<file path="config.mk">
export PLATFORM = sky130hd
export DESIGN_NAME = if_id_stage_ctrl_flat
export DESIGN_NICKNAME = d
export VERILOG_FILES = /design/src/rtl/if_id_stage_ctrl_pkg.sv /design/src/rtl/if_id_stage_ctrl_if.sv /design/src/rtl/if_id_stage_ctrl_decode.sv /design/src/rtl/if_id_stage_ctrl.sv /design/src/flat_wrapper.sv
export SDC_FILE = /design/constraint.sdc
export NUM_CORES = 1
export LEC_CHECK = 0
export CAP_MARGIN = 20
export CORE_ASPECT_RATIO = 0.9
export CORE_MARGIN = 3
export CORE_UTILIZATION = 37
export DETAILED_ROUTE_END_ITERATION = 6
export PLACE_DENSITY_LB_ADDON = 0.05
export SLEW_MARGIN = 20
export SYNTH_ARGS = -nofsm -noshare
export SYNTH_HDL_FRONTEND = slang
export SYNTH_SLANG_ARGS = --single-unit
</file>
<file path="constraint.sdc">
create_clock -name clk -period 1.7 [get_ports clk]
set_clock_uncertainty 0.2 [all_clocks]
set_input_delay 0.255 -clock clk [delete_from_list [all_inputs] [get_ports clk]]
set_output_delay 0.255 -clock clk [all_outputs]
set_load 0.02 [all_outputs]
</file>
<file path="src/rtl/if_id_stage_ctrl_pkg.sv">
// Shared RV32I pipeline constants and the IF/ID sequencer state type.
// Used by if_id_stage_ctrl, instr_field_decode and the ID stage.
package riscv_pipe_pkg;

  localparam logic [6:0]  OPC_BRANCH = 7'b1100011;
  localparam logic [6:0]  OPC_OPIMM  = 7'b0010011;
  localparam logic [6:0]  OPC_OP     = 7'b0110011;
  localparam logic [6:0]  OPC_LOAD   = 7'b0000011;
  localparam logic [6:0]  OPC_STORE  = 7'b0100011;

  // addi x0,x0,0
  localparam logic [31:0] NOP_INSTR  = 32'h00000013;

  typedef enum logic [1:0] {RUN, STALL, FLUSH} if_id_state_t;

endpackage

</file>
<file path="src/rtl/if_id_stage_ctrl_if.sv">
// Fetch/hazard-side bundle of the IF/ID stage; performance counter signals
// exist only when IF_ID_PERF_CNT_EN is defined.
interface if_id_stage_ctrl_if #(
  parameter int XLEN = 32
);
  logic            fetch_valid;
  logic [XLEN-1:0] fetch_pc;
  logic [31:0]     fetch_instr;
  logic            stall;
  logic            flush;
  logic            pc_write;
  logic            id_ex_bubble;
  logic            IF_ID_valid;
  logic [XLEN-1:0] IF_ID_pc;
  logic [31:0]     IF_ID_instr;
  logic [6:0]      IF_ID_opcode;
  logic [4:0]      IF_ID_RS1;
  logic [4:0]      IF_ID_RS2;
  logic [4:0]      IF_ID_RD;
  logic            IF_ID_branch;
  logic            stall_timeout;
`ifdef IF_ID_PERF_CNT_EN
  logic [31:0]     perf_stall_cycles;
  logic [31:0]     perf_flush_cycles;
  logic [31:0]     perf_retire_slots;
`endif

  modport master (
    output fetch_valid, fetch_pc, fetch_instr, stall, flush,
`ifdef IF_ID_PERF_CNT_EN
    input  perf_stall_cycles, perf_flush_cycles, perf_retire_slots,
`endif
    input  pc_write, id_ex_bubble, IF_ID_valid, IF_ID_pc, IF_ID_instr,
    input  IF_ID_opcode, IF_ID_RS1, IF_ID_RS2, IF_ID_RD, IF_ID_branch, stall_timeout
  );

  modport slave (
    input  fetch_valid, fetch_pc, fetch_instr, stall, flush,
`ifdef IF_ID_PERF_CNT_EN
    output perf_stall_cycles, perf_flush_cycles, perf_retire_slots,
`endif
    output pc_write, id_ex_bubble, IF_ID_valid, IF_ID_pc, IF_ID_instr,
    output IF_ID_opcode, IF_ID_RS1, IF_ID_RS2, IF_ID_RD, IF_ID_branch, stall_timeout
  );

endinterface

</file>
<file path="src/rtl/if_id_stage_ctrl_decode.sv">
// Purely combinational RV32I field extractor, shared between IF/ID and ID.
module instr_field_decode
  import riscv_pipe_pkg::*;
(
  input  logic [31:0] instr_i,
  output logic [6:0]  opcode_o,
  output logic [4:0]  rs1_o,
  output logic [4:0]  rs2_o,
  output logic [4:0]  rd_o,
  output logic        is_branch_o
);
  assign opcode_o    = instr_i[6:0];
  assign rs1_o       = instr_i[19:15];
  assign rs2_o       = instr_i[24:20];
  assign rd_o        = instr_i[11:7];
  assign is_branch_o = (instr_i[6:0] == OPC_BRANCH);
endmodule

</file>
<file path="src/rtl/if_id_stage_ctrl.sv">
// IF/ID pipeline register with stall/flush sequencing and a sticky stall timeout.
// Optional cycle counters are compiled in with IF_ID_PERF_CNT_EN.
module if_id_stage_ctrl
  import riscv_pipe_pkg::*;
#(
  parameter int          XLEN          = 32,
  parameter logic [31:0] NOP_INSTR     = riscv_pipe_pkg::NOP_INSTR,
  parameter int unsigned FLUSH_CYCLES  = 1,
  parameter int unsigned STALL_TIMEOUT = 15
) (
  input logic              clk,
  input logic              rst,
  if_id_stage_ctrl_if.slave bus
);
  localparam int SCW = $clog2(STALL_TIMEOUT + 1);

  if_id_state_t    state_q, state_d;
  logic [SCW-1:0]  scnt_q, scnt_d;
  logic [1:0]      fcnt_q, fcnt_d;
  logic            to_q, to_d;
  logic            valid_q, valid_d;
  logic [XLEN-1:0] pc_q, pc_d;
  logic [31:0]     instr_q, instr_d;
  logic [6:0]      opc_q, opc_d;
  logic [4:0]      rs1_q, rs1_d, rs2_q, rs2_d, rd_q, rd_d;
  logic            br_q, br_d;
  logic            pc_write_c, bubble_c, advance_c, stall_hon_c, flushing_c;

  always_comb begin
    state_d     = state_q;
    scnt_d      = scnt_q;
    fcnt_d      = fcnt_q;
    to_d        = to_q;
    valid_d     = valid_q;
    pc_d        = pc_q;
    instr_d     = instr_q;
    pc_write_c  = 1'b1;
    bubble_c    = 1'b0;
    advance_c   = 1'b0;
    stall_hon_c = 1'b0;
    flushing_c  = 1'b0;
    if (bus.flush) begin
      bubble_c   = 1'b1;
      flushing_c = 1'b1;
      valid_d    = 1'b0;
      instr_d    = NOP_INSTR;
      scnt_d     = '0;
      if (FLUSH_CYCLES > 1) begin
        state_d = FLUSH;
        fcnt_d  = 2'(FLUSH_CYCLES - 1);
      end else begin
        state_d = RUN;
      end
    end else if (state_q == FLUSH) begin
      // Fetch slots still in flight from the wrong path are dropped here.
      flushing_c = 1'b1;
      valid_d    = 1'b0;
      instr_d    = NOP_INSTR;
      fcnt_d     = fcnt_q - 2'd1;
      if (fcnt_d == 2'd0) state_d = RUN;
    end else if (bus.stall) begin
      pc_write_c  = 1'b0;
      bubble_c    = 1'b1;
      stall_hon_c = 1'b1;
      state_d     = STALL;
      if (scnt_q != SCW'(STALL_TIMEOUT)) scnt_d = scnt_q + 1'b1;
      if (scnt_d == SCW'(STALL_TIMEOUT)) to_d = 1'b1;
    end else begin
      advance_c = 1'b1;
      valid_d   = bus.fetch_valid;
      pc_d      = bus.fetch_pc;
      instr_d   = bus.fetch_valid ? bus.fetch_instr : NOP_INSTR;
      scnt_d    = '0;
      state_d   = RUN;
    end
  end

  // Fields are decoded from the next word so they register alongside it.
  instr_field_decode u_decode (
    .instr_i     (instr_d),
    .opcode_o    (opc_d),
    .rs1_o       (rs1_d),
    .rs2_o       (rs2_d),
    .rd_o        (rd_d),
    .is_branch_o (br_d)
  );

  always_ff @(posedge clk) begin
    if (rst) begin
      state_q <= RUN;
      scnt_q  <= '0;
      fcnt_q  <= '0;
      to_q    <= 1'b0;
      valid_q <= 1'b0;
      pc_q    <= '0;
      instr_q <= NOP_INSTR;
      opc_q   <= NOP_INSTR[6:0];
      rs1_q   <= NOP_INSTR[19:15];
      rs2_q   <= NOP_INSTR[24:20];
      rd_q    <= NOP_INSTR[11:7];
      br_q    <= (NOP_INSTR[6:0] == OPC_BRANCH);
    end else begin
      state_q <= state_d;
      scnt_q  <= scnt_d;
      fcnt_q  <= fcnt_d;
      to_q    <= to_d;
      valid_q <= valid_d;
      pc_q    <= pc_d;
      instr_q <= instr_d;
      opc_q   <= opc_d;
      rs1_q   <= rs1_d;
      rs2_q   <= rs2_d;
      rd_q    <= rd_d;
      br_q    <= br_d;
    end
  end

  assign bus.pc_write      = pc_write_c;
  assign bus.id_ex_bubble  = bubble_c;
  assign bus.IF_ID_valid   = valid_q;
  assign bus.IF_ID_pc      = pc_q;
  assign bus.IF_ID_instr   = instr_q;
  assign bus.IF_ID_opcode  = opc_q;
  assign bus.IF_ID_RS1     = rs1_q;
  assign bus.IF_ID_RS2     = rs2_q;
  assign bus.IF_ID_RD      = rd_q;
  assign bus.IF_ID_branch  = br_q;
  assign bus.stall_timeout = to_q;

`ifdef IF_ID_PERF_CNT_EN
  logic [31:0] perf_stall_q, perf_flush_q, perf_retire_q;

  always_ff @(posedge clk) begin
    if (rst) begin
      perf_stall_q  <= '0;
      perf_flush_q  <= '0;
      perf_retire_q <= '0;
    end else begin
      perf_stall_q  <= perf_stall_q + 32'(stall_hon_c);
      perf_flush_q  <= perf_flush_q + 32'(flushing_c);
      perf_retire_q <= perf_retire_q + 32'(advance_c & bus.fetch_valid);
    end
  end

  assign bus.perf_stall_cycles = perf_stall_q;
  assign bus.perf_flush_cycles = perf_flush_q;
  assign bus.perf_retire_slots = perf_retire_q;
`else
  logic unused_flags;
  assign unused_flags = advance_c ^ stall_hon_c ^ flushing_c;
`endif

endmodule

</file>
<file path="src/flat_wrapper.sv">
// flat-port wrapper written by rule: the top's interface ports become plain ports
module if_id_stage_ctrl_flat import riscv_pipe_pkg::*;
#(
  parameter int          XLEN          = 32,
  parameter logic [31:0] NOP_INSTR     = riscv_pipe_pkg::NOP_INSTR,
  parameter int unsigned FLUSH_CYCLES  = 1,
  parameter int unsigned STALL_TIMEOUT = 15
)
  (clk, rst, bus_fetch_valid, bus_fetch_pc, bus_fetch_instr, bus_stall, bus_flush, bus_pc_write, bus_id_ex_bubble, bus_IF_ID_valid, bus_IF_ID_pc, bus_IF_ID_instr, bus_IF_ID_opcode, bus_IF_ID_RS1, bus_IF_ID_RS2, bus_IF_ID_RD, bus_IF_ID_branch, bus_stall_timeout);
  if_id_stage_ctrl_if #(.XLEN(XLEN)) bus_i ();
  input logic clk;
  input logic rst;
  input wire logic [$bits(bus_i.fetch_valid)-1:0] bus_fetch_valid;
  input wire logic [$bits(bus_i.fetch_pc)-1:0] bus_fetch_pc;
  input wire logic [$bits(bus_i.fetch_instr)-1:0] bus_fetch_instr;
  input wire logic [$bits(bus_i.stall)-1:0] bus_stall;
  input wire logic [$bits(bus_i.flush)-1:0] bus_flush;
  output wire logic [$bits(bus_i.pc_write)-1:0] bus_pc_write;
  output wire logic [$bits(bus_i.id_ex_bubble)-1:0] bus_id_ex_bubble;
  output wire logic [$bits(bus_i.IF_ID_valid)-1:0] bus_IF_ID_valid;
  output wire logic [$bits(bus_i.IF_ID_pc)-1:0] bus_IF_ID_pc;
  output wire logic [$bits(bus_i.IF_ID_instr)-1:0] bus_IF_ID_instr;
  output wire logic [$bits(bus_i.IF_ID_opcode)-1:0] bus_IF_ID_opcode;
  output wire logic [$bits(bus_i.IF_ID_RS1)-1:0] bus_IF_ID_RS1;
  output wire logic [$bits(bus_i.IF_ID_RS2)-1:0] bus_IF_ID_RS2;
  output wire logic [$bits(bus_i.IF_ID_RD)-1:0] bus_IF_ID_RD;
  output wire logic [$bits(bus_i.IF_ID_branch)-1:0] bus_IF_ID_branch;
  output wire logic [$bits(bus_i.stall_timeout)-1:0] bus_stall_timeout;
  assign bus_i.fetch_valid = bus_fetch_valid;
  assign bus_i.fetch_pc = bus_fetch_pc;
  assign bus_i.fetch_instr = bus_fetch_instr;
  assign bus_i.stall = bus_stall;
  assign bus_i.flush = bus_flush;
  assign bus_pc_write = bus_i.pc_write;
  assign bus_id_ex_bubble = bus_i.id_ex_bubble;
  assign bus_IF_ID_valid = bus_i.IF_ID_valid;
  assign bus_IF_ID_pc = bus_i.IF_ID_pc;
  assign bus_IF_ID_instr = bus_i.IF_ID_instr;
  assign bus_IF_ID_opcode = bus_i.IF_ID_opcode;
  assign bus_IF_ID_RS1 = bus_i.IF_ID_RS1;
  assign bus_IF_ID_RS2 = bus_i.IF_ID_RS2;
  assign bus_IF_ID_RD = bus_i.IF_ID_RD;
  assign bus_IF_ID_branch = bus_i.IF_ID_branch;
  assign bus_stall_timeout = bus_i.stall_timeout;
  if_id_stage_ctrl #(.XLEN(XLEN), .NOP_INSTR(NOP_INSTR), .FLUSH_CYCLES(FLUSH_CYCLES), .STALL_TIMEOUT(STALL_TIMEOUT)) u_core (.clk(clk), .rst(rst), .bus(bus_i));
endmodule
</file>
# Word level (Yosys, flattened, before mapping)
# Index checks and enable logic that the tools add are counted.
# totals
ff_bits	97
inputBits	69
elab_cells	47
# classes
addsub	2
n_eq_ne	5
muxes	18
bitwise	3
reduce_logical	6
# op_table
op	count
$mux W25	3
$mux W32	1
$mux W4	5
$eq A7 B7 Y1 const B	1
$mux W1	7
$add A4 B1 Y4 const B	1
$eq A4 B4 Y1 const B	1
$mux W2	2
$ne A4 B4 Y1 const B	1
$reduce_and A4 Y1	1
$not A1 Y1	3
$reduce_and A3 Y1	1
$reduce_or A3 Y1	1
$eq A2 B2 Y1 const B	1
$logic_not A2 Y1	1
$ne A2 B2 Y1 const B	1
$reduce_and A2 Y1	1
$reduce_or A2 Y1	1
$sub A2 B1 Y2 const B	1

# Depth between registers and ports, before layout
# Gate-level depths: netlist of run 1.
# depth
depth_word	7
mapped_depth	5
mapped_depth_nobuf	5

# Hierarchy
# From an unflattened synthesis of run 1, not the netlist that was laid out.
# unflattened
hier_cells	391
hier_area_um2	3434.5
# modules_own_cells
module	n_inst	cells_each	area_each_um2
if_id_stage_ctrl	1	367	3251.9
instr_field_decode	1	24	182.7

# Worst setup path before layout of run 1
# OpenSTA, ideal clock, no wires.
# synth_path
path_type	reg2reg
startpoint	reg u_core.scnt_q[0]
endpoint	reg u_core.to_q, in the netlist u_core.bus.stall_timeout
setup_time_ns	0.117
t_arrival_ns	1.217
required_time_ns	1.383
setup_slack_ns	0.166
stages_incl_launch_ff	6
cell_sequence	dfxtp_1 -> ha_1 -> nand3_1 -> mux2i_1 -> nor2_1 -> a32o_1
# synth_between
elab_chain_cells	7
elab_cells_between_ends	8
# synth_rtl
element	line_no	text
start: declaration	if_id_stage_ctrl.sv:18	logic [SCW-1:0] scnt_q, scnt_d;
start signal: assignment	if_id_stage_ctrl.sv:104	scnt_q <= scnt_d;
$add A4 B1 Y4 or $ne A4 B4 Y1 (tied branches)	if_id_stage_ctrl.sv:66	if (scnt_q != SCW'(STALL_TIMEOUT)) scnt_d = scnt_q + 1'b1;
$mux W4 *	if_id_stage_ctrl.sv:66	
$mux W4 *	if_id_stage_ctrl.sv:61	end else if (bus.stall) begin
$mux W4 *	if_id_stage_ctrl.sv:54	end else if (state_q == FLUSH) begin
$mux W4 *	if_id_stage_ctrl.sv:42	if (bus.flush) begin
$eq A4 B4 Y1 *	if_id_stage_ctrl.sv:67	if (scnt_d == SCW'(STALL_TIMEOUT)) to_d = 1'b1;
$reduce_and A4 Y1 (no line) *	n/a	
end signal: assignment	if_id_stage_ctrl.sv:106	to_q <= to_d;
end: declaration	if_id_stage_ctrl.sv:20	logic to_q, to_d;
# Mark *: on every way between the ends. The rest lies on a longest branch, timed or not. The select of a mux whose other input is x is not followed.
# A chain may end at the register's enable or synchronous reset.

# Final worst setup path of run 1
# layout_path
startpoint	reg u_core.scnt_q[1]
endpoint	reg u_core.to_q, in the netlist u_core.bus.stall_timeout
# Same word-level chain as after synthesis.

==> impl_metrics.json, run 1 <==
{
  "synth_nets": 348,
  "endpoint_kind": "flip-flop",
  "routed_wl_um": 7170,
  "clk_pin_slew_worst_paths_ns": 0.07,
  "cts_inserted_buffers": 9,
  "rsz0062_at_grt": "no",
  "num_vias": 2433,
  "ant_nets": 0,
  "cts.htree.levels": 3,
  "synth_top_cells_by_area": "dfxtp_1 (54%), nand2_1 (10%), a22o_1 (8.4%)",
  "status": "finished clean",
  "synth_flop_cell": "dfxtp_1",
  "drt_iter0_drc": 69,
  "crit_family": "flip-flops",
  "cts_setup_buffers": 0,
  "cp.depth": 5,
  "first_pass_iters": 4,
  "setup_viol": 0,
  "synth-edff-count": 0,
  "start_util_pct": 38.9,
  "p_leak_nw": 2.07,
  "reg2reg_from": "u_core.scnt_q[1]",
  "drc": 0,
  "final_cells": 527,
  "place_inst": 511,
  "antenna_found_initial": 0,
  "grt_pass1_wl_um": 11500,
  "required_ns": 1.72,
  "synth.largest_area_cell": "dfxtp_1",
  "drv_cap": 0,
  "gp_congestion": 0.773,
  "min_path_type": "reg2reg",
  "cp_num_buf_inv": 0,
  "drive_gt1_share_pct": 10.1,
  "slowest_stage": "dfxtp_1",
  "min_period_ns": 1.61,
  "r2r-end": "u_core.bus.stall_timeout",
  "viasPerCell": 4.62,
  "slowest_delay_ns": 0.37,
  "first_global_vias": 2340,
  "area_delta_synth_final_pct": 66.7,
  "cts_tree": "done",
  "hold_violations": 0,
  "gr-total-overflow": 0,
  "yosysTopAreaCellShare_pct": 54.3,
  "async_reset_ff_share_pct": 0,
  "pin_count": 160,
  "tns_ns": 0,
  "synth_area_mm2": 0.00262,
  "finish.utilization_pct": 64.8,
  "final_max_slew_viol_count": 0,
  "max-vdd-ir-drop_uv": 634,
  "max_slew_margin_pct": 77.9,
  "rows": 28,
  "synthCells": 278,
  "reg2regPathDepth": 5,
  "dieArea_mm2": 0.00812,
  "power.density_mw_per_mm2": 852,
  "synth.most_common_cell": "dfxtp_1",
  "core_area_mm2": 0.00673,
  "postSynthAreaPerCell_um2": 9.41,
  "critPathLaunch": "u_core.scnt_q[1]",
  "grt_use_total_pct": 17.9,
  "synth_warnings": 0,
  "clockBufferDepth": 2,
  "dp_slack_ns": -0.346,
  "die_y_um": 85.8,
  "clk_latency_ns": 0.33,
  "critPathMaxFanout": 5,
  "start_kind": "flip-flop",
  "finalNetCount": 502,
  "crit_end": "u_core.bus.stall_timeout",
  "rrSetupSlack_ns": 0.09,
  "cts_resized": 93,
  "finalCritPeriodShare_pct": 94.5,
  "crit_path_cell_trace": "ha_1 > nand3_1 > mux2i_1 > nor2_1 > a32o_1",
  "synth_common_cells": "dfxtp_1 (71), nand2_1 (70), a21oi_1 (34)",
  "whs_ns": 0.251,
  "ctsHoldBuffers": 0,
  "cts_root_buffer": "clkbuf_8",
  "diodes": 0,
  "drt-wirelength-per-cell_um": 13.6,
  "die_w_um": 94.6,
  "max_freq_mhz": 623,
  "critPathKind": "reg2reg",
  "grt_max_degree": 33,
  "cts.sinks": 71,
  "setup_ws_ns": 0.0937,
  "synth_seq_cells": 71,
  "place_hpwl_um": 5320,
  "port_buffers": 159,
  "cp.arrival_ns": 1.62,
  "tightest_slew_ns": 0.332,
  "yosysSeqAreaShare_pct": 54.3,
  "synth.distinct_cells": 32
}
==> worst min-delay path: cells and delay by family, from the launching register on <==
family / cells / cell delay [ns]
AND/OR/NAND/NOR: 1 / 0.05
AO/OA/AOI/OAI: 1 / 0.05
flip-flops: 1 / 0.31
==> cells in the final DEF, fill, tap and decap left out, types with 2 or more instances in the layout <==
cell type,count
a21oi_1,34
a22o_1,25
a32oi_1,3
buf_12,2
buf_4,18
bufinv_16,2
clkbuf_8,10
clkdlybuf4s50_1,66
dfxtp_1,71
dlygate4sd2_1,93
inv_1,2
inv_2,3
nand2_1,70
nand3_1,2
nor2_1,10
o22ai_1,3
==> stage by stage <==
stage	area [µm²]	power (mW)
floorplan	2620	2.00
global placement	4250	2.33
detailed placement	4250	2.33
CTS	4360	3.78
global route	4360	3.89
finish	4360	3.72
==> power by group <==
part	leakage, nW	switching (mW)	internal, mW
clock	0.110	0.609	0.867
sequential	0.578	0.0255	1.71
combinational	1.38	0.233	0.269
total	2.07	0.867	2.85
==> routing by layer <==
| layer | vias up | part of all wire [%] | global-route usage (%) |
|---|---|---|---|
| met3 | 8 | 11 | 8.68 |
| li1 | 1234 | - | - |
| met4 | 0 | 1.2 | 4.72 |
| met5 | - | 0 | 0 |
| met2 | 105 | 46 | 29.3 |
| met1 | 1086 | 42 | 20.8 |
==> worst min-delay path by stage <==
stage / cells past startpoint / start / to
global route: 3 / bus_fetch_pc[2] / u_core.bus.IF_ID_pc[2]
global placement: 1 / u_core.bus.IF_ID_valid / u_core.bus.IF_ID_valid
CTS: 3 / bus_fetch_pc[19] / u_core.bus.IF_ID_pc[19]
detailed placement: 2 / u_core.bus.IF_ID_pc[17] / u_core.bus.IF_ID_pc[17]
finish: 2 / u_core.bus.IF_ID_pc[14] / u_core.bus.IF_ID_pc[14]
floorplan: 2 / bus_flush / u_core.bus.IF_ID_opcode[0]
==> state kept, by name (all words and copies together) (netlist names) <==
name,count
u_core.bus.IF_ID_RD,4
u_core.bus.IF_ID_RS1,4
u_core.bus.IF_ID_RS2,4
u_core.bus.IF_ID_branch,1
u_core.bus.IF_ID_instr,14
u_core.bus.IF_ID_opcode,6
u_core.bus.IF_ID_pc,32
u_core.bus.IF_ID_valid,1
u_core.bus.stall_timeout,1
u_core.scnt_q,4
==> cell families after synthesis <==
| kind of cell | after synthesis | share of synthesized area, % |
|---|---|---|
| and+or+nand+nor | 91 | 15.3 |
| buffers and inverters | 41 | 10.0 |
| adders and majority gates | 1 | 0.478 |
| DFF | 71 | 54.3 |
| muxes | 1 | 0.383 |
| AOI/OAI and AO/OA | 71 | 18.8 |
| xor gates and xnor gates | 2 | 0.670 |
==> area by class of cell <==
type	count	area [µm²]
Clock buffer	11	141
Clock inverter	5	81.3
Fill cell	586	2370
Inverter	5	18.8
Multi-Input combinational cell	166	935
Sequential cell	71	1420
Tap cell	90	113
Timing Repair Buffer	179	1650
Note: power is estimated with default switching activity, not from simulation.
==> run 2, diff against run 1 <==
--- a/config.mk
+++ b/config.mk
@@ -8,7 +8,7 @@
 export CAP_MARGIN = 20
 export CORE_ASPECT_RATIO = 0.9
 export CORE_MARGIN = 3
-export CORE_UTILIZATION = 37
+export CORE_UTILIZATION = 40
 export DETAILED_ROUTE_END_ITERATION = 6
 export PLACE_DENSITY_LB_ADDON = 0.05
 export SLEW_MARGIN = 20
==> constraint.sdc (replaced) <==
create_clock -name clk -period 2.1 [get_ports clk]
set_clock_uncertainty 0.2 [all_clocks]
set_input_delay 0.315 -clock clk [delete_from_list [all_inputs] [get_ports clk]]
set_output_delay 0.315 -clock clk [all_outputs]
set_load 0.02 [all_outputs]
==> impl_metrics.json, run 2 (synthesis results as in run 1) <==
{
  "status": "finished clean",
  "place_hpwl_um": 5380,
  "endpoint_kind": "primary output",
  "drive_gt1_share_pct": 7.98,
  "cts.htree.levels": 3,
  "diodes": 0,
  "max-vdd-ir-drop_uv": 465,
  "setup_viol": 0,
  "p_sw_share_pct": 25.2,
  "critPathMaxFanout": 3,
  "drc": 0,
  "max_slew_margin_pct": 77.8,
  "place_inst": 499,
  "drt-wirelength-per-cell_um": 14.0,
  "final_cells": 513,
  "cts_resized": 2,
  "min_to": "u_core.bus.IF_ID_pc[24]",
  "max_freq_mhz": 529,
  "start_kind": "input pin",
  "reg2regPathDepth": 5,
  "ctsHoldBuffers": 0,
  "power.density_mw_per_mm2": 630,
  "layout_commonest_cell": "clkdlybuf4s50_1",
  "gp_congestion": 0.801,
  "drv_cap": 0,
  "cp.arrival_ns": 1.38,
  "viasPerCell": 4.69,
  "dieArea_mm2": 0.00755,
  "rrSetupSlack_ns": 0.45,
  "area_delta_synth_final_pct": 65.1,
  "cts_setup_buffers": 0,
  "pin_count": 160,
  "reg2reg_from": "u_core.scnt_q[0]",
  "rsz0062_at_grt": "no",
  "first_pass_iters": 4,
  "hold_violations": 0,
  "cts.sinks": 71,
  "grt_use_total_pct": 19.3,
  "start_util_pct": 42.1,
  "routed_wl_um": 7180,
  "required_ns": 1.58,
  "ff_latch_area_mm2": 0.00142,
  "multi_input_area_um2": 935,
  "hold_start": "u_core.bus.IF_ID_pc[24]",
  "internal_power_mw": 2.04,
  "clk_pin_slew_worst_paths_ns": 0.07,
  "min_path_type": "reg2reg",
  "cts_tree": "done",
  "rows": 27,
  "grt_pass1_wl_um": 11500,
  "cts_root_buffer": "clkbuf_8",
  "tightest_slew_ns": 0.332,
  "whs_ns": 0.253,
  "drt_iter0_drc": 73,
  "fill_cells": 545,
  "hold_depth": 2,
  "final_max_slew_viol_count": 0,
  "finalCritPeriodShare_pct": 90.1,
  "power.switching_uw": 685,
  "p_total_mw": 2.72,
  "r2r-end": "u_core.bus.stall_timeout",
  "gr-total-overflow": 0,
  "first_global_vias": 2256,
  "finalNetCount": 493,
  "largest_reg_flops": 32,
  "num_vias": 2405,
  "min_period_ns": 1.89,
  "clockBufferDepth": 2,
  "core_area_mm2": 0.00622,
  "critPathKind": "in2out",
  "clk_latency_ns": 0.33,
  "grt_max_degree": 33,
  "antenna_found_initial": 0,
  "p_comb_share_pct": 15.8,
  "mostFrequentLayoutCells": "clkdlybuf4s50_1 (157), dfxtp_1 (71), nand2_1 (70)",
  "die_w_um": 91.3,
  "clkPwrFrac_pct": 32.4,
  "finish.utilization_pct": 69.5,
  "pwr-share-seq_pct": 51.9,
  "port_buffers": 159,
  "ant_nets": 0,
  "cts_inserted_buffers": 9,
  "p_leak_nw": 1.64,
  "die_y_um": 82.7
}
run 2: area by class of cell:
type | count | area share, %
tap | 87 | 2.52
clock buffer | 9 | 2.87
multi-input combinational | 166 | 21.6
inverter | 5 | 0.435
sequential | 71 | 32.9
timing repair buffer | 170 | 39.0
clock inverter | 5 | 0.637
run 2: worst max-delay path, stage by stage:
cell and delay [ns]:
clkdlybuf4s50_1 0.53, nor2b_4 0.18, inv_2 0.04, dlygate4sd2_1 0.31
run 2: stage by stage:
step           setup WS, ns  TNS, ns  cell area [µm²]
6_report              0.208        0             4320
5_1_grt               0.144        0             4320
4_1_cts               0.190        0             4320
3_5_place_dp        -0.0508  -0.0802             4170
3_3_place_gp        -0.0539  -0.0706             4170
2_1_floorplan         0.566        0             2620
run 2: power by group through the flow:
stage          Sequential (mW)  Combinational, mW  Clock (mW)
5_1_grt                   1.42              0.461       0.973
2_1_floorplan             1.49              0.127           0
4_1_cts                   1.41              0.433       0.919
6_report                  1.41              0.429       0.881
3_3_place_gp              1.44              0.429           0
3_5_place_dp              1.44              0.433           0
run 2: worst max path at each step:
stage,startpoint,endpoint,slack (ns)
6_report,bus_stall,bus_pc_write,0.21
5_1_grt,u_core.bus.IF_ID_opcode[0],bus_IF_ID_opcode[0],0.14
4_1_cts,u_core.bus.IF_ID_opcode[0],bus_IF_ID_opcode[0],0.19
3_5_place_dp,bus_flush,bus_id_ex_bubble,-0.05
3_3_place_gp,bus_flush,bus_id_ex_bubble,-0.05
2_1_floorplan,u_core.scnt_q[0],u_core.bus.stall_timeout,0.57
run 2: per-layer routing:
metal | share of wire [%] | GRT usage, %
met1 | 44 | 23.0
met2 | 45 | 31.7
met3 | 9.4 | 7.61
met4 | 1.4 | 7.68
met5 | 0 | 0
==> run 3, diff against run 2 <==
--- a/config.mk
+++ b/config.mk
@@ -8,10 +8,11 @@
 export CAP_MARGIN = 20
 export CORE_ASPECT_RATIO = 0.9
 export CORE_MARGIN = 3
-export CORE_UTILIZATION = 40
+export CORE_UTILIZATION = 45
 export DETAILED_ROUTE_END_ITERATION = 6
 export PLACE_DENSITY_LB_ADDON = 0.05
 export SLEW_MARGIN = 20
 export SYNTH_ARGS = -nofsm -noshare
 export SYNTH_HDL_FRONTEND = slang
+export SYNTH_HIERARCHICAL = 1
 export SYNTH_SLANG_ARGS = --single-unit
==> impl_metrics.json, run 3 <==
{
  "tightest_slew_ns": 0.338,
  "synth_nets": 451,
  "cts.htree.levels": 3,
  "routed_wl_um": 8740,
  "setup_viol": 0,
  "place_hpwl_um": 6130,
  "p_leak_nw": 1.87,
  "setup_ws_ns": 0.0877,
  "dieArea_mm2": 0.00863,
  "min_path_type": "in2reg",
  "start_kind": "input pin",
  "hold_violations": 0,
  "first_pass_iters": 5,
  "max_freq_mhz": 497,
  "reg2reg_from": "u_core/scnt_q[0]",
  "critPathMaxFanout": 26,
  "rsz0062_at_grt": "no",
  "gp_congestion": 0.777,
  "cts_root_buffer": "clkbuf_8",
  "clk_latency_ns": 0.35,
  "clockBufferDepth": 2,
  "die_y_um": 88.4,
  "mostFrequentLayoutCells": "clkdlybuf4s50_1 (155), dfxtp_1 (93), nand2_1 (65)",
  "layout_commonest_cell": "clkdlybuf4s50_1",
  "postSynthAreaPerCell_um2": 8.92,
  "gr-total-overflow": 0,
  "max_slew_margin_pct": 77.4,
  "hold_start": "rst",
  "min_to": "u_core/bus.IF_ID_pc[0]",
  "port_buffers": 159,
  "drt_iter0_drc": 131,
  "cts_setup_buffers": 0,
  "finalNetCount": 583,
  "synth_warnings": 6,
  "synthCells": 381,
  "drive_gt1_share_pct": 7.35,
  "area_delta_synth_final_pct": 51.6,
  "ctsHoldBuffers": 0,
  "grt_pass1_wl_um": 13900,
  "crit_path_cell_trace": "clkdlybuf4s50_1 > buf_4 > buf_6 > nand2b_1 > buf_4",
  "dp_slack_ns": -0.0923,
  "endpoint_kind": "primary output",
  "core_area_mm2": 0.00718,
  "first_global_vias": 2858,
  "cp.arrival_ns": 1.50,
  "whs_ns": 0.152,
  "drt-wirelength-per-cell_um": 14.3,
  "num_vias": 3007,
  "clk_pin_slew_worst_paths_ns": 0.08,
  "drc": 0,
  "rows": 29,
  "rrSetupSlack_ns": 0.57,
  "drv_cap": 0,
  "r2r-end": "u_core/bus.stall_timeout",
  "hold_depth": 2,
  "start_util_pct": 47.3,
  "slowest_delay_ns": 0.51,
  "cts_inserted_buffers": 9,
  "required_ns": 1.58,
  "synth_area_mm2": 0.00340,
  "critPathKind": "in2out",
  "die_w_um": 97.6,
  "reg2regPathDepth": 4,
  "status": "finished clean",
  "finalCritPeriodShare_pct": 95.8,
  "cts.sinks": 93,
  "antenna_found_initial": 0,
  "max-vdd-ir-drop_uv": 509,
  "ant_nets": 0,
  "viasPerCell": 4.93,
  "pin_count": 160,
  "crit_top_cell": "buf_4",
  "slowest_stage": "clkdlybuf4s50_1",
  "power.density_mw_per_mm2": 716,
  "min_period_ns": 2.01,
  "diodes": 0,
  "grt_use_total_pct": 19.9,
  "final_max_slew_viol_count": 0,
  "tns_ns": 0,
  "grt_max_degree": 53,
  "cts_tree": "done"
}
[run 3: layer usage]
metal	vias up	global-route usage (%)	share of wire [%]	wire [µm]
met2	101	33.3	49	4300
li1	1510	-	-	-
met1	1390	24.0	42	3660
met4	0	5.79	1.0	87
met3	6	8.04	8.0	696
met5	-	0	0	0
[run 3: report_power, final]
part | switching, mW | total (mW) | leakage (nW) | internal, mW
logic | 0.232 | 0.489 | 1.00 | 0.257
registers | 0.0236 | 1.84 | 0.756 | 1.81
clock network | 0.577 | 1.36 | 0.110 | 0.786
total | 0.833 | 3.69 | 1.87 | 2.85
[run 3: critical path: cells and delay by family]
| family | cells | cell delay (ns) |
|---|---|---|
| buf+inv | 4 | 1.10 |
| simple gates | 1 | 0.08 |
[run 3: metrics by stage]
stage               instances  util [%]  total power, mW  instance area (µm²)
detailed placement        595      68.4             2.37                 4920
global route              610      71.7             3.84                 5150
global placement          595      68.4             2.36                 4920
finish                    610      71.7             3.69                 5150
floorplan                 381         -             2.11                 3400
CTS                       610      71.6             3.73                 5140
[run 3: layout make-up]
class,count,area (µm²)
Clock buffer,11,131
Clock inverter,4,97.6
Tap cell,93,116
Multi-Input combinational cell,232,1230
Sequential cell,93,1860
Inverter,4,15.0
Timing Repair Buffer,173,1700
Fill cell,581,2040
[run 3: repair_timing]
action | 4_1_cts | 5_1_grt
gates resized for setup | 1 | 1
endpoints found under the hold margin | 0 | 0
endpoints found under the setup margin | 1 | 1
[run 3: worst max path at each step]
| stage | start | end | slack, ns | depth (start not counted) |
|---|---|---|---|---|
| floorplan | bus_stall | u_core/bus.IF_ID_branch | 0.34 | 8 |
| global placement | bus_stall | u_core/bus.IF_ID_branch | -0.08 | 8 |
| detailed placement | bus_stall | u_core/bus.IF_ID_branch | -0.09 | 8 |
| CTS | bus_stall | bus_pc_write | 0.009 | 5 |
| global route | bus_stall | bus_pc_write | 0.01 | 5 |
| finish | bus_stall | bus_pc_write | 0.09 | 5 |
